===== src/rtl/operand2_pipe.sv =====
// ============================================================================
// Module      : operand2_pipe
// Description : Forms the ALU second operand from R, Imm and Is behind a
//               valid/ready stage with a two-entry skid buffer and a tag.
// Revision    : 1.0 - initial release
// ============================================================================
`default_nettype none

module operand2_pipe #(
    parameter int DATA_W = 32,
    parameter int IMM_W  = 22,
    parameter int SIMM_W = 13,
    parameter int SHC_W  = 5,
    parameter int TAG_W  = 4
) (
    input  logic              clk,
    input  logic              rst_n,
    input  logic              flush,
    input  logic              in_valid,
    output logic              in_ready,
    input  logic [DATA_W-1:0] in_R,
    input  logic [IMM_W-1:0]  in_Imm,
    input  logic [3:0]        in_Is,
    input  logic [TAG_W-1:0]  in_tag,
    output logic              out_valid,
    input  logic              out_ready,
    output logic [DATA_W-1:0] out_N,
    output logic [TAG_W-1:0]  out_tag
);

    typedef enum logic [1:0] {
        ST_EMPTY = 2'd0,
        ST_ONE   = 2'd1,
        ST_TWO   = 2'd2
    } state_t;

    state_t            state_q, state_d;
    logic              rdy_q, rdy_d;
    logic [DATA_W-1:0] out_n_q, skid_n_q;
    logic [TAG_W-1:0]  out_tag_q, skid_tag_q;

    logic [DATA_W-1:0] form_n;
    logic              accept, xfer;
    logic              load_out, load_skid, out_from_skid;

    always_comb begin
        form_n = '0;
        case (in_Is[3:2])
            2'b00: form_n[IMM_W+9:0] = {in_Imm, 10'b0};
            2'b01: begin
                form_n              = {DATA_W{in_Imm[IMM_W-1]}};
                form_n[IMM_W-1:0]   = in_Imm;
            end
            default: begin
                case (in_Is[1:0])
                    2'b00: form_n = in_R;
                    2'b01: begin
                        form_n             = {DATA_W{in_Imm[SIMM_W-1]}};
                        form_n[SIMM_W-1:0] = in_Imm[SIMM_W-1:0];
                    end
                    2'b10:   form_n[SHC_W-1:0] = in_R[SHC_W-1:0];
                    default: form_n[SHC_W-1:0] = in_Imm[SHC_W-1:0];
                endcase
            end
        endcase
    end

    assign out_valid = (state_q != ST_EMPTY);
    assign in_ready  = rdy_q;
    assign out_N     = out_n_q;
    assign out_tag   = out_tag_q;
    assign accept    = in_valid & rdy_q;
    assign xfer      = out_valid & out_ready;

    always_comb begin
        state_d       = state_q;
        load_out      = 1'b0;
        load_skid     = 1'b0;
        out_from_skid = 1'b0;
        case (state_q)
            ST_EMPTY: begin
                if (accept) begin
                    state_d  = ST_ONE;
                    load_out = 1'b1;
                end
            end
            ST_ONE: begin
                if (accept && xfer) begin
                    load_out = 1'b1;
                end else if (accept) begin
                    state_d   = ST_TWO;
                    load_skid = 1'b1;
                end else if (xfer) begin
                    state_d = ST_EMPTY;
                end
            end
            ST_TWO: begin
                if (xfer) begin
                    state_d       = ST_ONE;
                    load_out      = 1'b1;
                    out_from_skid = 1'b1;
                end
            end
            default: state_d = ST_EMPTY;
        endcase
        // Flush wins over any same-cycle accept or transfer.
        if (flush) begin
            state_d   = ST_EMPTY;
            load_out  = 1'b0;
            load_skid = 1'b0;
        end
        rdy_d = (state_d != ST_TWO);
    end

    always_ff @(posedge clk or negedge rst_n) begin
        if (!rst_n) begin
            state_q    <= ST_EMPTY;
            rdy_q      <= 1'b0;
            out_n_q    <= '0;
            out_tag_q  <= '0;
            skid_n_q   <= '0;
            skid_tag_q <= '0;
        end else begin
            state_q <= state_d;
            rdy_q   <= rdy_d;
            if (load_out) begin
                out_n_q   <= out_from_skid ? skid_n_q   : form_n;
                out_tag_q <= out_from_skid ? skid_tag_q : in_tag;
            end
            if (load_skid) begin
                skid_n_q   <= form_n;
                skid_tag_q <= in_tag;
            end
        end
    end

endmodule

`default_nettype wire


===== config.mk =====
export PLATFORM = sky130hd
export DESIGN_NAME = operand2_pipe
export DESIGN_NICKNAME = d
export VERILOG_FILES = /design/src/rtl/operand2_pipe.sv
export SDC_FILE = /design/constraint.sdc
export NUM_CORES = 1
export LEC_CHECK = 0
export BUFFER_PORTS_ARGS = -buffer_cell sky130_fd_sc_hd__buf_2
export CAP_MARGIN = 20
export CORE_MARGIN = 3
export CORE_UTILIZATION = 45
export CTS_CLUSTER_SIZE = 20
export DETAILED_ROUTE_END_ITERATION = 10
export PLACE_DENSITY = 0.7
export SKIP_LAST_GASP = 1
export SYNTH_ARGS = -nofsm -noshare
export SYNTH_HDL_FRONTEND = slang
export SYNTH_SLANG_ARGS = --single-unit
export TNS_END_PERCENT = 50

===== constraint.sdc =====
create_clock -name clk -period 2 [get_ports clk]
set_input_delay 0.1 -clock clk [delete_from_list [all_inputs] [get_ports clk]]
set_output_delay 0.1 -clock clk [all_outputs]
set_load 0.03 [all_outputs]

Yosys cells after proc, flatten, opt, wreduce, memory -nomap -nowiden
Cells that the tools add are included.

Multipliers: 0. $add $sub $neg: 0. Reductions and logical operators: 6. Div/mod/pow operators: 0. Shift-type cells: 0. Eq/ne operators: 6. Bitwise operators: 2. Order comparisons: 0. Multiplexer cells: 21.

Operators by type and width (count): 32-bit case mux with 2 select lines (1); 27-bit case mux with 2 select lines (1); 32-bit 2-to-1 mux (1); 2-bit 2-to-1 mux (6); 1-bit 2-to-1 mux (8); 2-bit by 1-bit == test with 1-bit output, second input constant (3); 2-bit logical NOT (3); 2-bit case mux with 3 select lines (1); 5-bit 2-to-1 mux (1); 2-bit == test, second input constant (2); 4-bit 2-to-1 mux (1); 1-bit case mux with 3 select lines (1); 1-bit AND (2); 2-bit != test, second input constant (1); 2-bit nonzero test (1); 2-bit OR reduction (1); 1-bit logical AND (1).

Memory bits (read-only): 0. Bits in writable memories: 0. Latch bits: 0. Register bits after elaboration: 75. Memories kept: 0.

Depth between registers and ports, before layout
Gate-level depths: netlist of run 1.

Word-level depth: 8. Depth in mapped cells: 7. Mapped depth without buffers: 4.

Worst setup path before layout of run 1
Ideal clock, no wire load.

Path kind: register to register. Start: register rdy_q (netlist: in_ready). End: register out_n_q[9] (netlist: out_N[9]). Arrival time: 1.619 ns. Clock period less this slack: 1.763 ns. Path slack: 0.237 ns. Data required time: 1.856 ns. Stages on the path, launching flop included: 6. Library setup time: 0.144 ns. Cells stage by stage: dfrtp_1 nand2_1 or4_1 buf_4 a211oi_1 a2111oi_1.

Longest elaborated chain between the ends: 5. Elaborated cells on any way between the ends: 6. Classes of those cells: 4 x mux; 1 x bitwise; 1 x reduce/logical.

RTL lines: start, declared (RTL line 38) `logic rdy_q, rdy_d;`; start signal, assigned (RTL line 125) `rdy_q <= rdy_d;`; 1-bit AND * (RTL line 72) `assign accept = in_valid & rdy_q;`; 1-bit logical AND (RTL line 88) `if (accept && xfer) begin`; 1-bit 2-to-1 mux (RTL line 88); 1-bit case mux with 3 select lines * (RTL line 80) `case (state_q)`; 1-bit 2-to-1 mux * (RTL line 107) `if (flush) begin`; end signal, assigned (RTL line 127) `out_n_q <= out_from_skid ? skid_n_q : form_n;`; end, declared (RTL line 39) `logic [DATA_W-1:0] out_n_q, skid_n_q;`.

Every way passes the cells marked *; elsewhere a longest branch is shown, timed or not. A chain may end at the register's enable or synchronous reset.

Worst setup path after layout of run 1
Start: register state_q[1]. End: register skid_n_q[16].

Longest elaborated chain between the ends: 6. Elaborated cells on any way between the ends: 7. Classes of those cells: 1 x eq/ne; 3 x mux; 1 x bitwise; 2 x reduce/logical.

RTL lines: start, declared (RTL line 37) `state_t state_q, state_d;`; start signal, assigned (RTL line 124) `state_q <= state_d;`; 2-bit nonzero test (RTL line 68) `assign out_valid = (state_q != ST_EMPTY);`; 1-bit AND (RTL line 73) `assign xfer = out_valid & out_ready;`; 1-bit logical AND (RTL line 88); 1-bit 2-to-1 mux (RTL line 88); 1-bit 2-to-1 mux * (RTL line 80); 1-bit 2-to-1 mux * (RTL line 107); end signal, assigned (RTL line 131) `skid_n_q <= form_n;`; end, declared (RTL line 39).

Marks and branches as above.

==> results of run 1 <==
placed cells by master, fill, tap and decap left out, types with 4 or more instances in the layout:
cell / n
a2111oi_1: 5
mux2i_1: 54
nor3_1: 5
a22oi_1: 5
o22a_1: 22
a221o_1: 21
a211oi_1: 5
nor2_1: 37
mux2_2: 14
dlygate4sd3_1: 4
clkbuf_8: 10
dfrtp_1: 75
o21ai_0: 40
a21oi_1: 12
inv_1: 8
nand2_1: 34
buf_2: 103
buf_4: 17
layer usage:
layer	wire (um)	part of all wire (%)	GRT usage [%]
met5	0	0	0
met3	880	8.1	5.813
met2	5165	47	34.03
met4	148	1.4	7.254
met1	4697	43	30.69
worst max-delay path: cells and delay by family, from the launching register on:
family          cells  cell delay, ns
compound gates      1            0.09
simple gates        3            0.78
buf+inv             1            0.42
flops               1            0.42
final cells by class:
class | count | area share, %
Multi-Input combinational cell | 270 | 39.72
Inverter | 8 | 0.6151
Sequential cell | 75 | 38.44
Clock inverter | 3 | 0.8201
Tap cell | 105 | 2.691
Timing Repair Buffer | 126 | 14.81
Clock buffer | 11 | 2.896
state kept, by name (all words and copies together) (netlist names):
signal,count
skid_n_q,32
in_ready,1
state_q,2
out_N,32
skid_tag_q,4
out_tag,4
where the power goes:
part	leakage [nW]	internal, W	switching, W	total, W
Sequential	0.958	0.00185	0.000190	0.00204
Combinational	1.40	0.000486	0.000755	0.00124
Clock	0.0950	0.000594	0.000542	0.00114
timing repair:
action	CTS	global route
resized for setup	0	0
endpoints found under the setup margin	0	0
hold buffers	4	0
hold endpoints to repair	32	0
through the flow:
stage	instances	worst slack [ns]	util [%]	hold WS, ns
after floorplan	390	0.2372	-	-0.1956
after global routing	598	0.001578	57.68	0.008927
after CTS	598	0.1357	57.68	0.0005235
after detailed placement	580	0.1505	55.06	0.05820
final	598	0.1541	57.68	0.01983
after global placement	580	0.1867	55.06	0.05460
kinds of logic (layout without fill, tap and decap cells):
kind of cell / count (synthesis) / after routing / share of synthesized area, %
compound gates: 114 / 114 / 20.67
buf+inv: 45 / 148 / 6.119
flops: 75 / 75 / 46.35
mux: 68 / 68 / 17.24
simple gates: 88 / 88 / 9.611
path summary, 6_finish.rpt:
path / from / to / cells past startpoint
worst max-delay path: state_q[1] / skid_n_q[16] / 5
worst min-delay path: in_tag[2] / skid_tag_q[2] / 2
worst max register to register: state_q[1] / skid_n_q[16] / 5
worst min register to register: skid_n_q[14] / skid_n_q[14] / 2
max in group asynchronous: rst_n / skid_n_q[31] / 3
min in group asynchronous: rst_n / out_N[11] / 2
==> flow_metrics.tcl, run 1 <==
set metrics [dict create \
    hold_viol 0 \
    die_area_sq_um 10170 \
    dr.pass1.iters 5 \
    power_density_nw_per_um2 904.0 \
    multi_input_area_sq_um 1939 \
    dpl.hpwl_um 7997 \
    clk_latency_ns 0.34 \
    synth_nets 457 \
    gp_congestion 0.8061 \
    fin_crit_sh_pct 92.30 \
    crit_chain "and3b_1 -> nand3b_1 -> buf_4 -> nand2_1 -> o21ai_0" \
    p_leak_nw 2.450 \
    max_freq_ghz 0.5417 \
    path_class "reg2reg" \
    post_synth.cell_area_avg_sq_um 10.38 \
    cts_max_path_buffers 2 \
    final_area_sq_um 4882 \
    cts_buffers 9 \
    cp.arrival_ns 2.05 \
    crit_path_end_kind "register" \
    ys_ff_latch 75 \
    run_status "finished, final reports clean" \
    yosysTopAreaCell "dfrtp_1" \
    ys.flop_type "dfrtp_1" \
    total_power_w 0.004413 \
    row_count 33 \
    ff2ff_setup_slack_ns 0.15 \
    yosysUniqueCellTypes 34 \
    first_global_vias 3465 \
    cpPeakStageDelay_ns 0.42 \
    max_cap_viol_count 0 \
    antennaDiodeCount 0 \
    setup-tns-final_ns 0 \
    area_delta_synth_final_pct 20.58 \
    drv_slew 0 \
    tightest_slew_ns 0.5404 \
    critPathMaxFanout 42 \
    hp-class "in2reg" \
    synth.most_common_cell "dfrtp_1" \
    die_x_um 100.9 \
    htreeDepth 3 \
    routed_wl_um 10890 \
    track_usage_pct 22.22 \
    cts_setup_buffers 0 \
    yosys_warnings 0 \
    via_count 3484 \
    clkTransAtPathRegs_ns 0.08 \
    nFillCells 763 \
    period_needed_ns 1.846 \
    ios 105 \
    finalSetupViolCount 0 \
    clkSinkCount 75 \
    drt_iter0_drc 190 \
    netlist_area_sq_um 4049 \
    syn_inst 390 \
    synth_commonest_cells "dfrtp_1, mux2i_1, o21ai_0" \
    drive_gt1_share_pct 31.44 \
    vdd_ir_drop_max_mv 0.6110 \
    worstPathRequired_ns 2.21 \
    slowest_stage "dfrtp_1" \
    start_util_pct 47.83 \
    slew-limit-headroom_pct 63.87 \
    grt_pass1_wl_um 17620 \
    viasPerCell 5.826 \
    grt_remaining_overflow 0 \
    ys_seq_area_share_pct 46.35 \
    nets 557 \
    ys_top_cells_by_area "dfrtp_1, mux2i_1, a221o_1, o21ai_0, o22a_1" \
    seqCellArea_sq_um 1877 \
    ant_nets 0 \
    grt_start_max_net_pins 47 \
    async_reset_ff_share_pct 100.0 \
    cts-root-buf "clkbuf_8" \
    drc 0 \
    io_buffers 104 \
    antenna_found_initial 0 \
    synth_top_area_share_pct 46.35 \
    rsz0062_at_grt "false" \
    synth_edf_count 0 \
    cts_tree "done" \
    wire_per_inst_um 18.21 \
    skew_ns 0.004398 \
    core-area_sq_um 8464 \
    place_area_sq_um 4661 \
    cp-start-kind "register" \
    die_h_um 100.9 \
]
No activity file was read; power rests on OpenSTA's default activity.
==> run 2, diff against run 1 <==
--- a/config.mk
+++ b/config.mk
@@ -11,7 +11,7 @@
 export CORE_UTILIZATION = 45
 export CTS_CLUSTER_SIZE = 20
 export DETAILED_ROUTE_END_ITERATION = 10
-export PLACE_DENSITY = 0.7
+export PLACE_DENSITY = 0.66
 export SKIP_LAST_GASP = 1
 export SYNTH_ARGS = -nofsm -noshare
 export SYNTH_HDL_FRONTEND = slang
==> flow_metrics.tcl, run 2 (synthesis gave the netlist of run 1 again) <==
set metrics [dict create \
    core-area_sq_um 8464 \
    path_class "reg2reg" \
    slew-limit-headroom_pct 61.67 \
    drt_iter0_drc 151 \
    r2r-end "out_N[27]" \
    antennaDiodeCount 0 \
    period_needed_ns 1.732 \
    place_area_sq_um 4706 \
    clk_latency_ns 0.35 \
    dpl.hpwl_um 7808 \
    hold_slack_ns 0.09975 \
    p_leak_nw 2.504 \
    cts_buffers 9 \
    finalSetupViolCount 0 \
    worstSetupStartpoint "state_q[0]" \
    ios 105 \
    via_count 3394 \
    slowest_stage "or4_1" \
    drv_slew 0 \
    crit_chain "nor2b_4 -> or4_1 -> buf_4 -> nor2_1 -> a221o_1" \
    drive_gt1_share_pct 31.99 \
    ff2ff_setup_slack_ns 0.27 \
    io_buffers 104 \
    clkSinkCount 75 \
    fin_crit_sh_pct 86.60 \
    ant_nets 0 \
    crit_path_end_kind "register" \
    die_x_um 100.9 \
    final_cell_count_no_fill 602 \
    cp-start-kind "register" \
    nets 559 \
    grt_start_max_net_pins 47 \
    cp-endpoint "out_N[27]" \
    clkTransAtPathRegs_ns 0.08 \
    cts-root-buf "clkbuf_8" \
    max_cap_viol_count 0 \
    dr.pass1.iters 4 \
    first_global_vias 3455 \
    routed_wl_um 11060 \
    htreeDepth 3 \
    track_usage_pct 22.75 \
    die_area_sq_um 10170 \
    skew_ns 0.01090 \
    layout_commonest_cell "buf_2" \
    row_count 33 \
    rsz0062_at_grt "false" \
    antenna_found_initial 0 \
    wire_per_inst_um 18.38 \
    grt_pass1_wl_um 17910 \
    cpPeakStageDelay_ns 0.63 \
    ff2ff_path_depth 5 \
    final_util_pct 59.10 \
    area_delta_synth_final_pct 23.55 \
    place_inst 581 \
    worstPathRequired_ns 2.28 \
    post_cts_resize_count 0 \
    grt_remaining_overflow 0 \
    drc 0 \
    die_h_um 100.9 \
    tightest_slew_ns 0.5749 \
    gp_congestion 0.8355 \
    hold_viol 0 \
    cts_tree "done" \
    power_density_nw_per_um2 940.6 \
    start_util_pct 47.83 \
    vdd_ir_drop_max_mv 0.5407 \
    critPathMaxFanout 13 \
    run_status "finished, final reports clean" \
    hp-class "in2reg" \
    cts_max_path_buffers 2 \
    cp.arrival_ns 2.02 \
    setup-tns-final_ns 0 \
    layout.cells.most_common_list "buf_2, dfrtp_1, mux2i_1" \
    r2r_start "state_q[0]" \
    final_area_sq_um 5002 \
    max_freq_ghz 0.5774 \
    viasPerCell 5.638 \
]
==> run 2: changes by cell type in the layout (fill, tap and decap cells not counted) <==
cell           change
dlygate4sd3_1      +1
clkinv_2           -2
clkbuf_1           -1
clkinvlp_4         +1
buf_4              -2
buf_12             +3
bufinv_16          +1
clkbuf_8           +3
==> run 2: per-stage QoR <==
stage | worst slack (ns) | power [W]
global route | 0.1618 | 0.004968
floorplan | 0.2372 | 0.002870
detailed placement | 0.2952 | 0.003316
CTS | 0.2713 | 0.004737
global placement | 0.3324 | 0.003275
finish | 0.2680 | 0.004705
==> run 2: critical path, delay by kind of cell (launching register included) <==
family / cells / cell delay, ns
DFF: 1 / 0.38
AOI/OAI and AO/OA: 1 / 0.11
buffers and inverters: 1 / 0.29
and+or+nand+nor: 3 / 0.87
==> run 2: per-layer routing <==
| layer | vias up | share of wire, % | track usage, % |
|---|---|---|---|
| li1 | 1630 | - | - |
| met4 | 0 | 1.4 | 6.839 |
| met3 | 12 | 6.2 | 4.913 |
| met1 | 1649 | 45 | 31.69 |
| met2 | 103 | 47 | 35.65 |
| met5 | - | 0 | 0 |
==> run 2: how the worst min path moves through the flow <==
stage,from,end,cells after the start
2_1_floorplan,rst_n,in_ready,0
3_3_place_gp,rst_n,out_N[5],1
3_5_place_dp,rst_n,out_N[5],1
4_1_cts,out_ready,in_ready,2
5_1_grt,out_ready,in_ready,2
6_report,in_Imm[6],skid_n_q[6],3
==> run 2: what timing repair did <==
item                                    4_1_cts  5_1_grt
setup buffers                                 0        0
endpoints found under the setup margin        0        0
hold endpoints to repair                     43        0
hold buffers                                  5        0
==> run 2: area by class of cell <==
type / count / area, sq um
fill: 739 / 3462
clock buffer: 13 / 178.9
tap: 105 / 131.4
sequential: 75 / 1877
inverter: 8 / 30.03
timing repair buffer: 128 / 778.2
multi-input combinational: 270 / 1939
clock inverter: 3 / 67.56
==> run 2: report_power, final <==
| group | switching (W) | internal, W | leakage [nW] |
|---|---|---|---|
| Clock | 0.000580 | 0.000840 | 0.122 |
| Combinational | 0.000757 | 0.000495 | 1.42 |
| Sequential | 0.000188 | 0.00185 | 0.958 |
| Total | 0.00152 | 0.00318 | 2.50 |
==> run 3, diff against run 2 <==
--- a/config.mk
+++ b/config.mk
@@ -5,13 +5,15 @@
 export SDC_FILE = /design/constraint.sdc
 export NUM_CORES = 1
 export LEC_CHECK = 0
+export ABC_AREA = 1
 export BUFFER_PORTS_ARGS = -buffer_cell sky130_fd_sc_hd__buf_2
 export CAP_MARGIN = 20
 export CORE_MARGIN = 3
 export CORE_UTILIZATION = 45
 export CTS_CLUSTER_SIZE = 20
 export DETAILED_ROUTE_END_ITERATION = 10
-export PLACE_DENSITY = 0.66
+export HOLD_SLACK_MARGIN = 0.05
+export PLACE_DENSITY = 0.65
 export SKIP_LAST_GASP = 1
 export SYNTH_ARGS = -nofsm -noshare
 export SYNTH_HDL_FRONTEND = slang
==> flow_metrics.tcl, run 3 <==
set metrics [dict create \
    yosysTopAreaCell "dfrtp_1" \
    fin_crit_sh_pct 80.83 \
    tightest_slew_ns 0.5494 \
    synth_commonest_cells "nand2_1, dfrtp_1, nand3_1" \
    drive_gt1_share_pct 18.78 \
    htreeDepth 3 \
    synth_edf_count 0 \
    swShare_pct 36.89 \
    crit_path_end_kind "register" \
    via_count 4387 \
    track_usage_pct 21.85 \
    viasPerCell 4.784 \
    die_area_sq_um 10870 \
    start_util_pct 46.60 \
    p_switching_w 0.001834 \
    synth_nets 748 \
    wire_per_inst_um 12.88 \
    first_global_vias 4129 \
    ant_nets 0 \
    path_class "reg2reg" \
    post_cts_resize_count 0 \
    cts_max_path_buffers 2 \
    ios 105 \
    period_needed_ns 1.617 \
    cts_tree "done" \
    ys_ff_latch 75 \
    area_delta_synth_final_pct 21.59 \
    drv_slew 0 \
    gp_congestion 0.8327 \
    nFillCells 954 \
    critPathMaxFanout 22 \
    finalSetupViolCount 0 \
    layout_commonest_cell "nand2_1" \
    nets 850 \
    vdd_ir_drop_max_mv 0.4925 \
    synth.most_common_cell "nand2_1" \
    die_h_um 104.3 \
    routed_wl_um 11810 \
    max_freq_ghz 0.6186 \
    synth_top_area_share_pct 43.18 \
    clockPowerShare_pct 26.5 \
    antennaDiodeCount 0 \
    p_int_w 0.003138 \
    async_reset_ff_share_pct 100.0 \
    grt_pass1_wl_um 19670 \
    cp.arrival_ns 1.90 \
    pwr-share-comb_pct 30.0 \
    grt_remaining_overflow 0 \
    skew_ns 0.007727 \
    cts_buffers 9 \
    yosys_warnings 0 \
    cts_setup_buffers 0 \
    p_seq_share_pct 43.5 \
    cp-start-kind "register" \
    io_buffers 104 \
    clk_latency_ns 0.34 \
    hp-class "in2reg" \
    rsz0062_at_grt "false" \
    ctsHoldBuffers 5 \
    post_synth.cell_area_avg_sq_um 6.383 \
    ys.flop_type "dfrtp_1" \
    drt_iter0_drc 235 \
    grt_start_max_net_pins 64 \
    p_leak_nw 3.369 \
    ys_seq_area_share_pct 43.18 \
    cts-root-buf "clkbuf_8" \
    row_count 35 \
    layout.cells.most_common_list "nand2_1, buf_2, dfrtp_1" \
    hold_viol 0 \
    setup-tns-final_ns 0 \
    slew-limit-headroom_pct 63.37 \
    netlist_area_sq_um 4347 \
    dr.pass1.iters 4 \
    run_status "finished, final reports clean" \
    clkSinkCount 75 \
    clkTransAtPathRegs_ns 0.08 \
    power_density_nw_per_um2 940.7 \
    syn_inst 681 \
    drc 0 \
    ys_top_cells_by_area "dfrtp_1, nand2_1, nand3_1, nor2_1, inv_1" \
    max_cap_viol_count 0 \
    antenna_found_initial 0 \
    die_x_um 104.3 \
    worstPathRequired_ns 2.28 \
    core-area_sq_um 9328 \
    yosysUniqueCellTypes 19 \
    hold_slack_ns 0.07242 \
    dpl.hpwl_um 8464 \
]
==> run 3: cell types whose count changed in the layout (fill, tap and decap cells not counted), moves of 11 or more <==
cell	before	now
a21oi_1	12	1
a221o_1	21	0
inv_1	8	50
mux2_2	14	0
mux2i_1	54	0
nand2_1	34	370
nand3_1	0	63
nor2_1	37	60
o21ai_0	40	12
o22a_1	22	0
==> run 3: through the flow <==
| step | power (W) | util [%] | area (sq um) | setup slack, ns | cells |
|---|---|---|---|---|---|
| after global routing | 0.005290 | 56.66 | 5285 | 0.2623 | 917 |
| after CTS | 0.005014 | 56.66 | 5285 | 0.3895 | 917 |
| final | 0.004972 | 56.66 | 5285 | 0.3833 | 917 |
| after detailed placement | 0.003677 | 53.74 | 5012 | 0.4117 | 896 |
| after floorplan | 0.003174 | - | 4347 | 0.5706 | 681 |
| after global placement | 0.003640 | 53.74 | 5012 | 0.4719 | 896 |
==> run 3: critical path, stage by stage, from the launching register on <==
cell	delay, ns
dfrtp_1	0.44
nand2_1	0.15
nor2_4	0.05
inv_2	0.32
buf_4	0.31
nor2_1	0.07
nor2_1	0.10
nand2_1	0.06
nand2_1	0.06
==> run 3: cells by family (layout without fill, tap and decap cells) <==
family / count (synthesis) / after routing / share of synthesized area [%]
flip-flops: 75 / 75 / 43.18
AO/OA/AOI/OAI: 16 / 16 / 1.842
buffers and inverters: 87 / 194 / 8.751
AND/OR/NAND/NOR: 503 / 503 / 46.23
==> run 3: routing by layer <==
metal | track usage (%) | vias up | part of all wire (%)
li1 | - | 2252 | -
met1 | 31.67 | 1983 | 47
met2 | 33.76 | 139 | 46
met3 | 3.166 | 13 | 5.9
met4 | 6.743 | 0 | 1.3
met5 | 0 | - | 0
==> run 3: cell type report <==
class	instances	area, sq um	share of cell area (%)
multi-input combinational	519	2090	39.54
sequential	75	1877	35.51
timing repair buffer	123	728.2	13.78
inverter	55	206.4	3.906
tap	129	161.4	3.054
clock buffer	9	123.9	2.344
clock inverter	7	98.84	1.870
==> run 3: power by group through the flow <==
stage	Combinational (W)	Sequential (W)	Clock (W)
5_1_grt	0.00167	0.00221	0.00141
2_1_floorplan	0.000667	0.00251	0
3_5_place_dp	0.00149	0.00218	0
3_3_place_gp	0.00147	0.00217	0
4_1_cts	0.00151	0.00216	0.00135
6_report	0.00149	0.00216	0.00132
==> run 3: final timing paths <==
path,start,endpoint,slack [ns],cells past startpoint
setup reg to reg,state_q[1],out_N[20],0.38,8
max in group asynchronous,rst_n,skid_n_q[13],1.14,3
hold reg to reg,out_tag[2],out_tag[2],0.48,2
hold / removal,flush,state_q[0],0.07,4
min in group asynchronous,rst_n,out_tag[3],0.28,2
setup / recovery,state_q[1],out_N[20],0.38,8
